File: config.mk
export PLATFORM = sky130hd
export DESIGN_NAME = match_arbiter
export DESIGN_NICKNAME = d
export VERILOG_FILES = /design/src/rtl/match_arbiter.sv
export SDC_FILE = /design/constraint.sdc
export NUM_CORES = 1
export LEC_CHECK = 0
export BUFFER_PORTS_ARGS = -buffer_cell sky130_fd_sc_hd__buf_2
export CORE_MARGIN = 5
export CORE_UTILIZATION = 30
export DETAILED_ROUTE_END_ITERATION = 10
export SETUP_SLACK_MARGIN = 0.1
export SLEW_MARGIN = 20
export SYNTH_ARGS = -nofsm -noshare
export SYNTH_HDL_FRONTEND = slang
export SYNTH_SLANG_ARGS = --single-unit
export TNS_END_PERCENT = 30
File: constraint.sdc
create_clock -name clock -period 2.2 [get_ports clock]
set_clock_uncertainty 0.1 [all_clocks]
set_input_delay 0.22 -clock clock [delete_from_list [all_inputs] [get_ports clock]]
set_output_delay 0.22 -clock clock [all_outputs]
set_load 0.005 [all_outputs]
File: src/rtl/match_arbiter.sv
// Round-robin arbiter/sequencer sharing one pattern-match engine among NREQ
// requesters: grant, start pulse, wait for done or timeout, respond.
module match_arbiter #(
  parameter  int NREQ    = 4,
  parameter  int AW      = 9,
  parameter  int TIMEOUT = 500,
  localparam int IW      = (NREQ > 1) ? $clog2(NREQ) : 1
) (
  input  logic               clock,
  input  logic               reset,
  input  logic [NREQ-1:0]    req,
  input  logic [NREQ*AW-1:0] req_base,
  output logic [NREQ-1:0]    grant,
  output logic               busy,
  output logic               eng_start,
  output logic [AW-1:0]      eng_base,
  output logic               eng_abort,
  input  logic               eng_done,
  input  logic [AW-1:0]      eng_match_address,
  output logic               resp_valid,
  output logic [IW-1:0]      resp_id,
  output logic [AW-1:0]      resp_address,
  output logic               resp_timeout
);

  typedef enum logic [1:0] {S_IDLE, S_ISSUE, S_WAIT, S_RESP} state_t;

  localparam logic [NREQ-1:0] ONE     = NREQ'(1);
  localparam logic [15:0]     TO_LAST = 16'(TIMEOUT - 1);

  state_t          state, state_d;
  logic [IW-1:0]   ptr, ptr_d, win;
  logic [15:0]     cnt, cnt_d;
  logic [NREQ-1:0] grant_d;
  logic            busy_d, start_d, abort_d, valid_d, to_d;
  logic [AW-1:0]   base_d, addr_d;
  logic [IW-1:0]   id_d;

  // First set request bit strictly after p, wrapping; the last owner is
  // therefore always considered last.
  function automatic logic [IW-1:0] rr_pick(input logic [NREQ-1:0] r,
                                            input logic [IW-1:0]   p);
    logic [IW-1:0] w;
    logic [IW-1:0] idx;
    logic          found;
    w     = p;
    found = 1'b0;
    for (int k = 1; k <= NREQ; k++) begin
      idx = IW'((int'(p) + k) % NREQ);
      if (!found && r[idx]) begin
        w     = idx;
        found = 1'b1;
      end
    end
    return w;
  endfunction

  always_comb begin
    state_d = state;
    ptr_d   = ptr;
    cnt_d   = cnt;
    grant_d = grant;
    busy_d  = busy;
    start_d = 1'b0;
    abort_d = 1'b0;
    valid_d = 1'b0;
    base_d  = eng_base;
    addr_d  = resp_address;
    id_d    = resp_id;
    to_d    = resp_timeout;
    win     = rr_pick(req, ptr);
    case (state)
      S_IDLE: begin
        if (|req) begin
          grant_d = ONE << win;
          for (int i = 0; i < NREQ; i++) begin
            if (win == IW'(i)) base_d = req_base[i*AW +: AW];
          end
          ptr_d   = win;
          busy_d  = 1'b1;
          start_d = 1'b1;
          state_d = S_ISSUE;
        end
      end
      S_ISSUE: begin
        cnt_d   = '0;
        state_d = S_WAIT;
      end
      S_WAIT: begin
        // done takes priority over a coincident timeout
        if (eng_done) begin
          addr_d  = eng_match_address;
          to_d    = 1'b0;
          id_d    = ptr;
          valid_d = 1'b1;
          state_d = S_RESP;
        end else if (cnt == TO_LAST) begin
          addr_d  = '0;
          to_d    = 1'b1;
          id_d    = ptr;
          valid_d = 1'b1;
          abort_d = 1'b1;
          state_d = S_RESP;
        end else begin
          cnt_d = cnt + 16'd1;
        end
      end
      S_RESP: begin
        grant_d = '0;
        busy_d  = 1'b0;
        base_d  = '0;
        state_d = S_IDLE;
      end
      default: state_d = S_IDLE;
    endcase
  end

  always_ff @(posedge clock) begin
    if (reset) begin
      state        <= S_IDLE;
      ptr          <= IW'(NREQ - 1);
      cnt          <= '0;
      grant        <= '0;
      busy         <= 1'b0;
      eng_start    <= 1'b0;
      eng_abort    <= 1'b0;
      eng_base     <= '0;
      resp_valid   <= 1'b0;
      resp_id      <= '0;
      resp_address <= '0;
      resp_timeout <= 1'b0;
    end else begin
      state        <= state_d;
      ptr          <= ptr_d;
      cnt          <= cnt_d;
      grant        <= grant_d;
      busy         <= busy_d;
      eng_start    <= start_d;
      eng_abort    <= abort_d;
      eng_base     <= base_d;
      resp_valid   <= valid_d;
      resp_id      <= id_d;
      resp_address <= addr_d;
      resp_timeout <= to_d;
    end
  end

endmodule

; ---- Yosys cells after proc, flatten, opt, wreduce, memory -nomap -nowiden
; Index checks and enable logic that the tools add are counted.
; W data, S select, Z words.
[op_classes]
add_sub_neg = 5
magnitude_cmp = 4
n_eq_ne = 12
shifts = 1
n_mux = 41
bitwise_logic = 2
n_reduce_logical = 21
[ops]
columns = cell, n
row1 = $mux W9, 7
row2 = $mux W16, 2
row3 = $pmux W16 S2, 1
row4 = $mux W2, 9
row5 = $pmux W9 S2, 1
row6 = $add A16 B1 Y16 const B, 1
row7 = $eq A16 B9 Y1 const B, 1
row8 = $mux W1, 13
row9 = $lt A2 B3 Y1 const B, 4
row10 = $bmux W1 S2, 4
row11 = $eq A2 B2 Y1 const B, 4
row12 = $pmux W2 S4, 1
row13 = $pmux W4 S2, 1
row14 = $reduce_and A2 Y1, 4
row15 = $ne A2 B2 Y1 const B, 3
row16 = $reduce_and A3 Y1, 2
row17 = $reduce_bool A2 Y1, 3
row18 = $ne A5 B5 Y1 const B, 1
row19 = $add A2 B1 Y2 const B, 2
row20 = $add A2 B2 Y2 const B, 2
row21 = $eq A2 B1 Y1 const B, 2
row22 = $logic_not A2 Y1, 2
row23 = $mux W4, 1
row24 = $reduce_or A2 Y1, 2
row25 = other kinds (8), 13
[word_totals]
regBits = 49
output_inout_bits = 29
wordCells = 98

; ---- Longest topological paths before layout
; Gate-level depths: netlist of run 1.
[logic_depth]
ltp_word = 20
ltp_mapped = 9
mapped_depth_nobuf = 7

; ---- Worst setup path after synthesis of run 1
; OpenSTA, ideal clock, no wires.
[synth_path]
path_type = reg-to-reg
from = register state[0]
to = register cnt[7]
setup_time_ns = 0.128
t_arrival_ns = 1.673
slack_ns = 0.299
stages_incl_launch_ff = 10
n_path_buf = 2
synth_period_minus_slack_ns = 1.901
cell_sequence = dfxtp_1 inv_1 ha_1 clkbuf_1 nand2b_1 clkbuf_1 a21oi_1 nand4_1 xor2_1 nor2_1
[synth_via]
elab_chain_cells = 3
word_cells_on_any_way = 7
[synth_rtl]
columns = element, line_no
row1 = start: declaration, 31  ; state_t state, state_d;
row2 = start signal: assignment, 133  ; state <= state_d;
row3 = $eq A2 B2 Y1 / $eq A2 B1 Y1 (equally long branches), 72  ; case (state)
row4 = $ne A2 B2 Y1 (no source line) / $reduce_bool A2 Y1 (equally long branches), --
row5 = $reduce_and A3 Y1 (no source line), --
row6 = end signal: assignment, 135  ; cnt <= cnt_d;
row7 = end: declaration, 33  ; logic [15:0] cnt, cnt_d;
; Parallel ways exist; a longest one is shown, timed or not.
; A chain may end at the register's enable or synchronous reset.

; ---- Final worst setup path of run 1
[layout_path]
from = register ptr[0]
to = register eng_base[7]
[layout_via]
elab_chain_cells = 19
word_cells_on_any_way = 36
[layout_rtl]
columns = element, line_no
row1 = start: declaration, 32  ; logic [IW-1:0] ptr, ptr_d, win;
row2 = start signal: assignment, 121  ; ptr <= IW'(NREQ - 1);
row3 = start signal: assignment, 134  ; ptr <= ptr_d;
row4 = $add A2 B1 Y2, 49  ; idx = IW'((int'(p) + k) % NREQ);
row5 = $bmux W1 S2, 50  ; if (!found && r[idx]) begin
row6 = $mux W1 (implied by the code), 50
row7 = $mux W1, 50
row8 = $logic_not A1 Y1, 50
row9 = $logic_and A1 B1 Y1, 50
row10 = $mux W1, 50
row11 = $logic_not A1 Y1, 50
row12 = $logic_and A1 B1 Y1, 50
row13 = $mux W1, 50
row14 = $logic_not A1 Y1, 50
row15 = $logic_and A1 B1 Y1, 50
row16 = $mux W2 *, 50
row17 = $eq A2 B1 Y1, 77  ; if (win == IW'(i)) base_d = req_base[i*AW +: AW];
row18 = $mux W9 (3 in a row), 77
row19 = $mux W9, 74  ; if (|req) begin
row20 = $pmux W9 S2, 72
row21 = end signal: assignment, 140  ; eng_base <= base_d;
row22 = end: declaration, 16  ; output logic [AW-1:0] eng_base,
; Mark *: on every way between the ends. The rest lies on a longest branch, timed or not. The select of a mux whose other input is x is not followed.

==> impl_metrics.csv, run 1 <==
group,metric,value,unit
status,status,"complete, no violations",
worst_setup_path,cpPeakStageDelay,0.72,ns
synth,syn_avg_cell_area,8.61,sq um
flow_run,cap_viol_max_count,0,
detailed_routing,routed_wl,6.32,mm
detailed_routing,detail_route.vias_per_cell,4.93,
detailed_routing,drc,0,
floorplanning,rows,32,
grt,first_global_vias,2228,
sta,setup_viol,0,
cells_and_area,diodes,0,
clock_tree,clk_latency,0.30,ns
clock_tree,cts_tree,"done",
synth,async_flop_share,0,
clock_tree,cts_buffer_depth,2,
worst_setup_path,arrival,2.15,ns
detailed_routing,dr.max_layer_used,"met4",
synth,syn_area,2380,sq um
synth,synthFlopType,"dfxtp_1",
sta,final-hold-violation-count,0,
worst_setup_path,crit_required,2.34,ns
synth,synthTopCellsByArea,"dfxtp_1 41%, nand2_1 4.6%, a21oi_1 4.4%, nor2_1 4.1%, nand3_1 3.6%",
power_and_ir_drop,power.share.clock,0.185,
floorplanning,num_io_pins,81,
worst_setup_path,path_buf_inv,0,
cells_and_area,layout.cells.non_filler,463,
clock_tree,numCtsBuffers,5,
power_and_ir_drop,finalPower,2.85,mW
placed_design,placed_cells,455,
power_and_ir_drop,p_comb_frac,0.409,
cells_and_area,drive_gt1_frac,0.296,
power_and_ir_drop,p_seq_frac,0.406,
floorplanning,fp.dieArea,9800,sq um
power_and_ir_drop,netSwitchingFraction,0.371,
synth,ys_seq_elements,49,
cells_and_area,nFillCells,803,
synth,synth_edf_count,0,
power_and_ir_drop,power.density,945,nW/um^2
sta,layout_min_cycle_time,2.01,ns
clock_tree,clkSlewWorstSetupHoldPaths,0.09,ns
worst_setup_path,path_cells,"and2b_1 -> o2bb2ai_1 -> a21oi_1 -> o221ai_1 -> o21ai_1",
worst_setup_path,worst_path_max_delay_cell,"a21oi_1",
detailed_routing,vias,2281,
grt,grt_max_degree,30,
grt,grt_antenna_before_repair,0,
worst_setup_path,critPathCaptureType,"flip-flop",
worst_setup_path,crit_path_start_kind,"flip-flop",
placed_design,place.gp.congestion,0.767,
detailed_routing,met2_length,2.91,mm
clock_tree,cts.sink_count,49,
placed_design,dp_hpwl,4.77,mm
worst_hold_path,hold_path.class,"primary input to flip-flop",
power_and_ir_drop,p_int,1.79,mW
detailed_routing,ant_nets,0,
clock_tree,cts_setup_buffers,0,
synth,synth_top_area_frac,0.413,
cells_and_area,final_nets,418,
worst_setup_path,worst-path-max-fanout,10,
sta,tns,0,ns
cells_and_area,areaGrowthSynthToFinish,27.2,%
sta,slew_headroom,0.408,
placed_design,numPortBuffers,80,
synth,synth_cell_types,45,
detailed_routing,met1_length,2.85,mm
synth,syn-num-nets,334,
worst_setup_path,crit_type,"flip-flop to flip-flop",
synth,yosysTopAreaCell,"dfxtp_1",
clock_tree,htreeDepth,2,
detailed_routing,wire_per_inst,13.7,um
sta,fmax,498,MHz
synth,yosysSeqAreaShare,0.413,
power_and_ir_drop,peakVddDrop,0.524,mV
clock_tree,root_buffer,"clkbuf_8",
detailed_routing,met3_length,505,um
detailed_routing,dr.pass1.iters,4,
grt,grt_first_pass_wirelength,10.5,mm
sta,post-route-period-util,0.913,
sta,worst_pin_slew,0.888,ns
detailed_routing,dr.first_iter.drc_count,78,
worst_setup_path,crit_family,"compound AO/OA/AOI/OAI gates",
grt,grt_remaining_overflow,0,
synth,ys_warn_count,0,
floorplanning,fp.dieW,99.0,um
synth,syn_inst,276,
sta,rsz0062_at_grt,"yes",
sta,drv_slew,0,
power_and_ir_drop,power_leakage,1.25,nW
floorplanning,die_y,99.0,um
floorplanning,initial_utilization,0.307,
grt,grtUsageTotal,0.129,
power_and_ir_drop,switching_power,1.06,mW
floorplanning,core_area,7730,sq um
-- worst paths after layout --
check | start | end | slack [ns] | cells after the start
worst min-delay path | eng_match_address[2] | resp_address[2] | 0.05 | 3
worst max-delay path | ptr[0] | eng_base[7] | 0.19 | 5
worst max register to register | ptr[0] | eng_base[7] | 0.19 | 5
worst min register to register | eng_base[1] | eng_base[1] | 0.35 | 2
-- state kept, by name, indices dropped and copies added, names as in the netlist --
signal and cells:
busy 1, cnt 16, eng_abort 1, eng_base 9
eng_start 1, grant 4, ptr 2, resp_address 9
resp_id 2, resp_timeout 1, resp_valid 1, state 2
-- worst min-delay path, cell delays in order --
cell,delay (ns)
buf_2,0.09
nand2_1,0.04
a21oi_1,0.05
-- area by class of cell --
class | instances | area [sq um] | area share
clock buffer | 7 | 76.3 | 0.0253
tap | 102 | 128 | 0.0422
clock inverter | 1 | 7.51 | 0.00248
sequential | 49 | 981 | 0.325
inverter | 4 | 15.0 | 0.00497
timing repair buffer | 89 | 472 | 0.156
multi-input combinational | 211 | 1340 | 0.444
-- Yosys cell counts, types with 2 or more instances --
cell type and instances:
nor3_1 5, clkbuf_1 10, xor2_1 8, nor4b_1 2
xnor2_1 6, o21ai_1 9, mux2i_1 3, o221ai_1 9
and2b_1 9, nor2b_1 4, nor2_1 26, or4_1 2
nand2_1 29, nand2b_1 6, o21ai_0 6, a211o_1 2
nor4_1 2, a21oi_1 21, nor3b_1 2, inv_1 4
and2_1 3, nand4_1 5, dfxtp_1 49, nand3b_1 2
or3_1 2, a221oi_1 9, nand3_1 17, nor4_2 2
ha_1 6
-- placed cells by master, fill, tap and decap left out, types with 8 or more instances in the layout --
cell type and count:
dfxtp_1 49, buf_4 8, buf_2 80, nand3_1 17, o21ai_1 9, xor2_1 8, and2b_1 9, a21oi_1 21
o221ai_1 9, a221oi_1 9, nand2_1 29, nor2_1 26
-- power by group through the flow --
| stage | clock network [mW] | registers [mW] | logic [mW] |
|---|---|---|---|
| after detailed placement | 0 | 1.18 | 1.17 |
| after global placement | 0 | 1.18 | 1.16 |
| after CTS | 0.551 | 1.16 | 1.17 |
| after floorplan | 0 | 1.16 | 0.783 |
| after global routing | 0.581 | 1.18 | 1.32 |
| final | 0.527 | 1.16 | 1.17 |
-- per-layer routing --
metal,vias to the layer above,GRT usage
met2,67,0.211
met4,0,0.0315
met3,4,0.0481
li1,1160,-
met1,1050,0.161
met5,-,0
-- stage by stage --
stage | area (sq um) | util | hold slack (ns) | worst slack [ns]
after CTS | 3000 | 0.388 | 0.0368 | 0.134
after floorplan | 2380 | - | 0.199 | 0.299
after detailed placement | 2920 | 0.377 | 0.342 | 0.156
after global routing | 3020 | 0.391 | 0.0313 | 0.0721
final | 3020 | 0.391 | 0.0458 | 0.192
after global placement | 2920 | 0.377 | 0.337 | 0.130
-- repair_timing --
| item | CTS | global route |
|---|---|---|
| endpoints found under the setup margin | 0 | 17 |
| hold buffers | 0 | 0 |
| gates resized for setup | 0 | 3 |
-- cells by family after synthesis --
family | synth area share
buffers and inverters | 0.0300
AND/OR/NAND/NOR | 0.282
AO/OA/AOI/OAI | 0.180
flip-flops | 0.413
adder cells (fa/ha/maj) | 0.0316
XOR/XNOR | 0.0516
multiplexers | 0.0126
Power figures use the tool's default switching activity.
==> run 2, diff against run 1 <==
CORE_ASPECT_RATIO = 0.6   (was not set)
CORE_UTILIZATION = 50   (was 30)
PLACE_DENSITY = 0.8   (was not set)
==> impl_metrics.csv, run 2 (synthesis results as in run 1) <==
group,metric,value,unit
clock_tree,root_buffer,"clkbuf_8",
cells_and_area,areaGrowthSynthToFinish,25.4,%
cells_and_area,final_nets,416,
worst_setup_path,r2r_cells,6,
grt,first_global_vias,2222,
detailed_routing,vias,2289,
power_and_ir_drop,peakVddDrop,0.914,mV
worst_hold_path,hold_path.class,"primary input to flip-flop",
floorplanning,fp.dieArea,6280,sq um
grt,grt_max_degree,21,
detailed_routing,drc,0,
grt,grtUsageTotal,0.193,
floorplanning,die_y,63.4,um
detailed_routing,dr.first_iter.drc_count,113,
sta,worst_pin_slew,0.657,ns
sta,post-route-period-util,0.916,
worst_setup_path,reg2reg_from,"cnt[2]",
grt,grt_remaining_overflow,0,
cells_and_area,largest_register,"cnt",
status,status,"complete, no violations",
worst_hold_path,hold_start,"eng_match_address[8]",
placed_design,numPortBuffers,80,
sta,layout_min_cycle_time,2.02,ns
worst_setup_path,r2r_slack,0.18,ns
sta,final-hold-violation-count,0,
clock_tree,postCtsHoldBufs,0,
grt,grt_antenna_before_repair,0,
clock_tree,numCtsBuffers,5,
worst_setup_path,crit_path_start_kind,"flip-flop",
cells_and_area,final_util,0.649,
sta,setup_viol,0,
power_and_ir_drop,finalPower,2.92,mW
placed_design,place_area,2840,sq um
clock_tree,cts_buffer_depth,2,
sta,rsz0062_at_grt,"yes",
floorplanning,num_io_pins,81,
worst_setup_path,cpPeakStageDelay,0.59,ns
clock_tree,clkSlewWorstSetupHoldPaths,0.10,ns
sta,slew_headroom,0.558,
sta,fmax,496,MHz
clock_tree,htreeDepth,2,
worst_setup_path,crit_required,2.26,ns
clock_tree,clk_latency,0.30,ns
worst_setup_path,crit_type,"flip-flop to flip-flop",
placed_design,dp_hpwl,4.77,mm
cells_and_area,top_regs,"cnt (16), eng_base (9), resp_address (9)",
floorplanning,core_area,4590,sq um
cells_and_area,nFillCells,390,
worst_setup_path,path_cells,"or4_1 -> nor4_4 -> buf_4 -> nor3_1 -> xnor2_1 -> nor2_1",
worst_hold_path,min_path_cells,3,
worst_setup_path,critPathCaptureType,"flip-flop",
flow_run,cap_viol_max_count,0,
grt,grt_first_pass_wirelength,10.1,mm
detailed_routing,detail_route.vias_per_cell,5.42,
detailed_routing,routed_wl,6.17,mm
cells_and_area,largest_reg_flops,16,
floorplanning,fp.dieW,99.0,um
clock_tree,cts_tree,"done",
power_and_ir_drop,power_leakage,1.24,nW
placed_design,place.gp.congestion,0.834,
worst_setup_path,r2r_end,"cnt[3]",
floorplanning,initial_utilization,0.518,
cells_and_area,mostFrequentLayoutCell,"buf_2",
detailed_routing,wire_per_inst,14.6,um
power_and_ir_drop,power.density,979,nW/um^2
floorplanning,rows,19,
worst_setup_path,worst-path-max-fanout,9,
clock_tree,cts.sink_count,49,
cells_and_area,diodes,0,
detailed_routing,dr.pass1.iters,4,
sta,hold_slack,0.0467,ns
cells_and_area,final_area,2980,sq um
detailed_routing,ant_nets,0,
worst_setup_path,arrival,2.08,ns
worst_hold_path,holdPathEnd,"resp_address[8]",
sta,drv_slew,0,
cells_and_area,drive_gt1_frac,0.309,
cells_and_area,final_cell_mix,"80 x buf_2, 48 x dfxtp_1, 29 x nand2_1",
worst_setup_path,worst_path_max_delay_cell,"or4_1",
-- run 2: changes by cell type in the layout (fill, tap and decap cells not counted), moves of 2 or more --
cell and change:
nand2b_2 +2, nand2b_1 -2, a21oi_1 -2, a21oi_2 +2, inv_6 +2, clkbuf_1 -2
-- run 2: layer usage --
metal  routed length [um]  GRT usage
met3                  495     0.0584
met2                 2700      0.297
met4                   65     0.0545
met5                    0          0
met1                 2910      0.262
-- run 2: cell type report --
cell class                      count  area [sq um]  area share
Clock buffer                        5          68.8      0.0231
Clock inverter                      3          25.0     0.00840
Multi-Input combinational cell    211          1360       0.455
Timing Repair Buffer               87           453       0.152
Inverter                            4          15.0     0.00504
Sequential cell                    49           982       0.330
Tap cell                           63          78.8      0.0265
-- run 2: power breakdown --
group,leakage [nW],switching (mW),internal [mW]
registers,0.399,0.112,1.05
logic,0.800,0.680,0.529
clock network,0.0452,0.317,0.232
total,1.24,1.11,1.81
-- run 2: per-stage QoR --
stage          TNS (ns)  worst slack [ns]  instances
2_1_floorplan         0             0.299        276
3_3_place_gp          0            0.0758        413
3_5_place_dp    -0.0684           -0.0317        413
4_1_cts               0             0.154        421
5_1_grt               0            0.0686        422
6_report              0             0.185        422
-- run 2: worst max path at each step --
stage | cells after the start | endpoint | start | slack, ns
6_report | 6 | cnt[3] | cnt[2] | 0.18
5_1_grt | 5 | resp_id[0] | cnt[3] | 0.07
4_1_cts | 7 | cnt[14] | state[0] | 0.15
3_5_place_dp | 5 | eng_base[7] | state[0] | -0.03
3_3_place_gp | 5 | eng_base[5] | state[0] | 0.08
2_1_floorplan | 9 | cnt[7] | state[0] | 0.30
-- run 2: repair_timing --
action | 4_1_cts | 5_1_grt
pin swaps | 0 | 1
resized for setup | 1 | 7
setup endpoints to repair | 9 | 36
hold endpoints to repair | 0 | 0
setup buffers | 0 | 1
-- run 2: critical path: cells and delay by family (launching register included) --
kind                      cells  cell delay, ns
DFF                           1            0.36
buffers and inverters         1            0.22
and+or+nand+nor               4            1.02
xor gates and xnor gates      1            0.19
==> run 3, diff against run 2 <==
clock period = 2 ns   (was 2.2 ns; I/O delays follow)
==> impl_metrics.csv, run 3 (synthesis results as in run 1) <==
group,metric,value,unit
detailed_routing,ant_nets,0,
detailed_routing,routed_wl,6.58,mm
grt,grt_max_degree,30,
sta,worst_pin_slew,0.616,ns
power_and_ir_drop,peakVddDrop,0.600,mV
cells_and_area,final_area,3090,sq um
power_and_ir_drop,power_leakage,1.29,nW
clock_tree,htreeDepth,2,
clock_tree,postCtsHoldBufs,0,
clock_tree,clkSlewWorstSetupHoldPaths,0.09,ns
cells_and_area,largest_register,"cnt",
grt,first_global_vias,2189,
cells_and_area,final_nets,425,
cells_and_area,diodes,0,
sta,slew_headroom,0.588,
detailed_routing,drc,0,
cells_and_area,drive_gt1_frac,0.342,
floorplanning,num_io_pins,81,
placed_design,dp_slack,-0.0546,ns
sta,post-route-worst-setup-slack,0.0566,ns
sta,layout_min_cycle_time,1.94,ns
placed_design,place.gp.congestion,0.863,
clock_tree,root_buffer,"clkbuf_8",
detailed_routing,dr.first_iter.drc_count,191,
sta,post-route-period-util,0.972,
detailed_routing,wire_per_inst,15.3,um
placed_design,numPortBuffers,80,
cells_and_area,final_util,0.673,
sta,tns,0,ns
worst_setup_path,arrival,2.03,ns
grt,grtUsageTotal,0.199,
grt,grt_remaining_overflow,0,
cells_and_area,final_cell_mix,"80 x buf_2, 46 x dfxtp_1, 29 x nand2_1",
floorplanning,fp.dieArea,6280,sq um
placed_design,place_area,2920,sq um
cells_and_area,mostFrequentLayoutCell,"buf_2",
grt,grt_first_pass_wirelength,10.3,mm
flow_run,cap_viol_max_count,0,
status,status,"complete, no violations",
cells_and_area,areaGrowthSynthToFinish,30.0,%
worst_setup_path,path_cells,"or4_4 -> nor4_4 -> buf_6 -> nor4_1 -> xnor2_1 -> nor2_1",
worst_setup_path,worst_path_max_delay_cell,"or4_4",
detailed_routing,dr.pass1.iters,4,
worst_hold_path,hold_path.class,"primary input to flip-flop",
worst_setup_path,worst-path-max-fanout,5,
worst_setup_path,crit_type,"flip-flop to flip-flop",
sta,rsz0062_at_grt,"yes",
grt,grt_antenna_before_repair,0,
floorplanning,die_y,63.4,um
worst_setup_path,r2r_slack,0.06,ns
clock_tree,cts_buffer_depth,2,
clock_tree,numCtsBuffers,5,
sta,final-hold-violation-count,0,
clock_tree,clk_latency,0.30,ns
sta,drv_slew,0,
cells_and_area,largest_reg_flops,16,
clock_tree,cts_tree,"done",
cells_and_area,top_regs,"cnt (16), eng_base (9), resp_address (9)",
floorplanning,core_area,4590,sq um
detailed_routing,vias,2374,
power_and_ir_drop,finalPower,3.27,mW
clock_tree,cts.sink_count,49,
detailed_routing,detail_route.vias_per_cell,5.51,
floorplanning,initial_utilization,0.518,
power_and_ir_drop,power.density,1060,nW/um^2
worst_setup_path,cpPeakStageDelay,0.53,ns
placed_design,dp_hpwl,4.86,mm
worst_setup_path,critPathCaptureType,"flip-flop",
worst_setup_path,crit_path_start_kind,"flip-flop",
worst_hold_path,min_path_cells,3,
worst_setup_path,crit_required,2.08,ns
floorplanning,rows,19,
sta,fmax,515,MHz
floorplanning,fp.dieW,99.0,um
worst_setup_path,r2r_cells,6,
sta,setup_viol,0,
run 3: cell types whose count changed in the layout (fill, tap and decap cells not counted), moves of 2 or more:
cell	change
inv_6	-2
dfxtp_1	-2
or4_4	+2
buf_4	+8
dfxtp_2	+2
or4_1	-2
clkinv_2	+2
run 3: area by class of cell:
| cell class | count | area (sq um) |
|---|---|---|
| clock buffers | 5 | 68.8 |
| clock inverters | 3 | 17.5 |
| fillers | 377 | 1500 |
| inverters | 4 | 15.0 |
| multi-input cells | 211 | 1400 |
| flip-flops and latches | 49 | 985 |
| well taps | 63 | 78.8 |
| repair buffers | 96 | 524 |
run 3: where the power goes:
part	total (mW)	switching, mW	internal [mW]
Sequential	1.27	0.122	1.15
Combinational	1.43	0.793	0.638
Clock	0.562	0.320	0.242
Total	3.27	1.24	2.03
run 3: worst max-delay path: cells and delay by family, from the launching register on:
kind	cells	cell delay, ns
simple gates	4	1.02
flops	1	0.33
buf+inv	1	0.20
xor+xnor	1	0.18
run 3: final timing paths:
check                       startpoint         endpoint
setup / recovery                cnt[3]           cnt[6]
setup reg to reg                cnt[3]           cnt[6]
hold / removal    eng_match_address[0]  resp_address[0]
hold reg to reg            eng_base[0]      eng_base[0]
run 3: metrics by stage:
step                      hold slack, ns  cells
final                             0.0338    431
after global routing              0.0301    431
after CTS                         0.0317    430
after detailed placement           0.345    422
after global placement             0.334    422
after floorplan                    0.179    276
run 3: repair_timing:
item,CTS,global route
pin swaps,1,6
hold endpoints to repair,0,0
gates cloned,0,1
setup buffers,0,0
setup endpoints to repair,29,41
gates resized for setup,4,17
run 3: metal layers:
metal,global-route usage,vias up,wire (um)
met3,0.0474,8,554
met4,0.0545,0,90
met2,0.289,91,2910
li1,-,1178,-
met1,0.292,1097,3020
met5,0,-,0
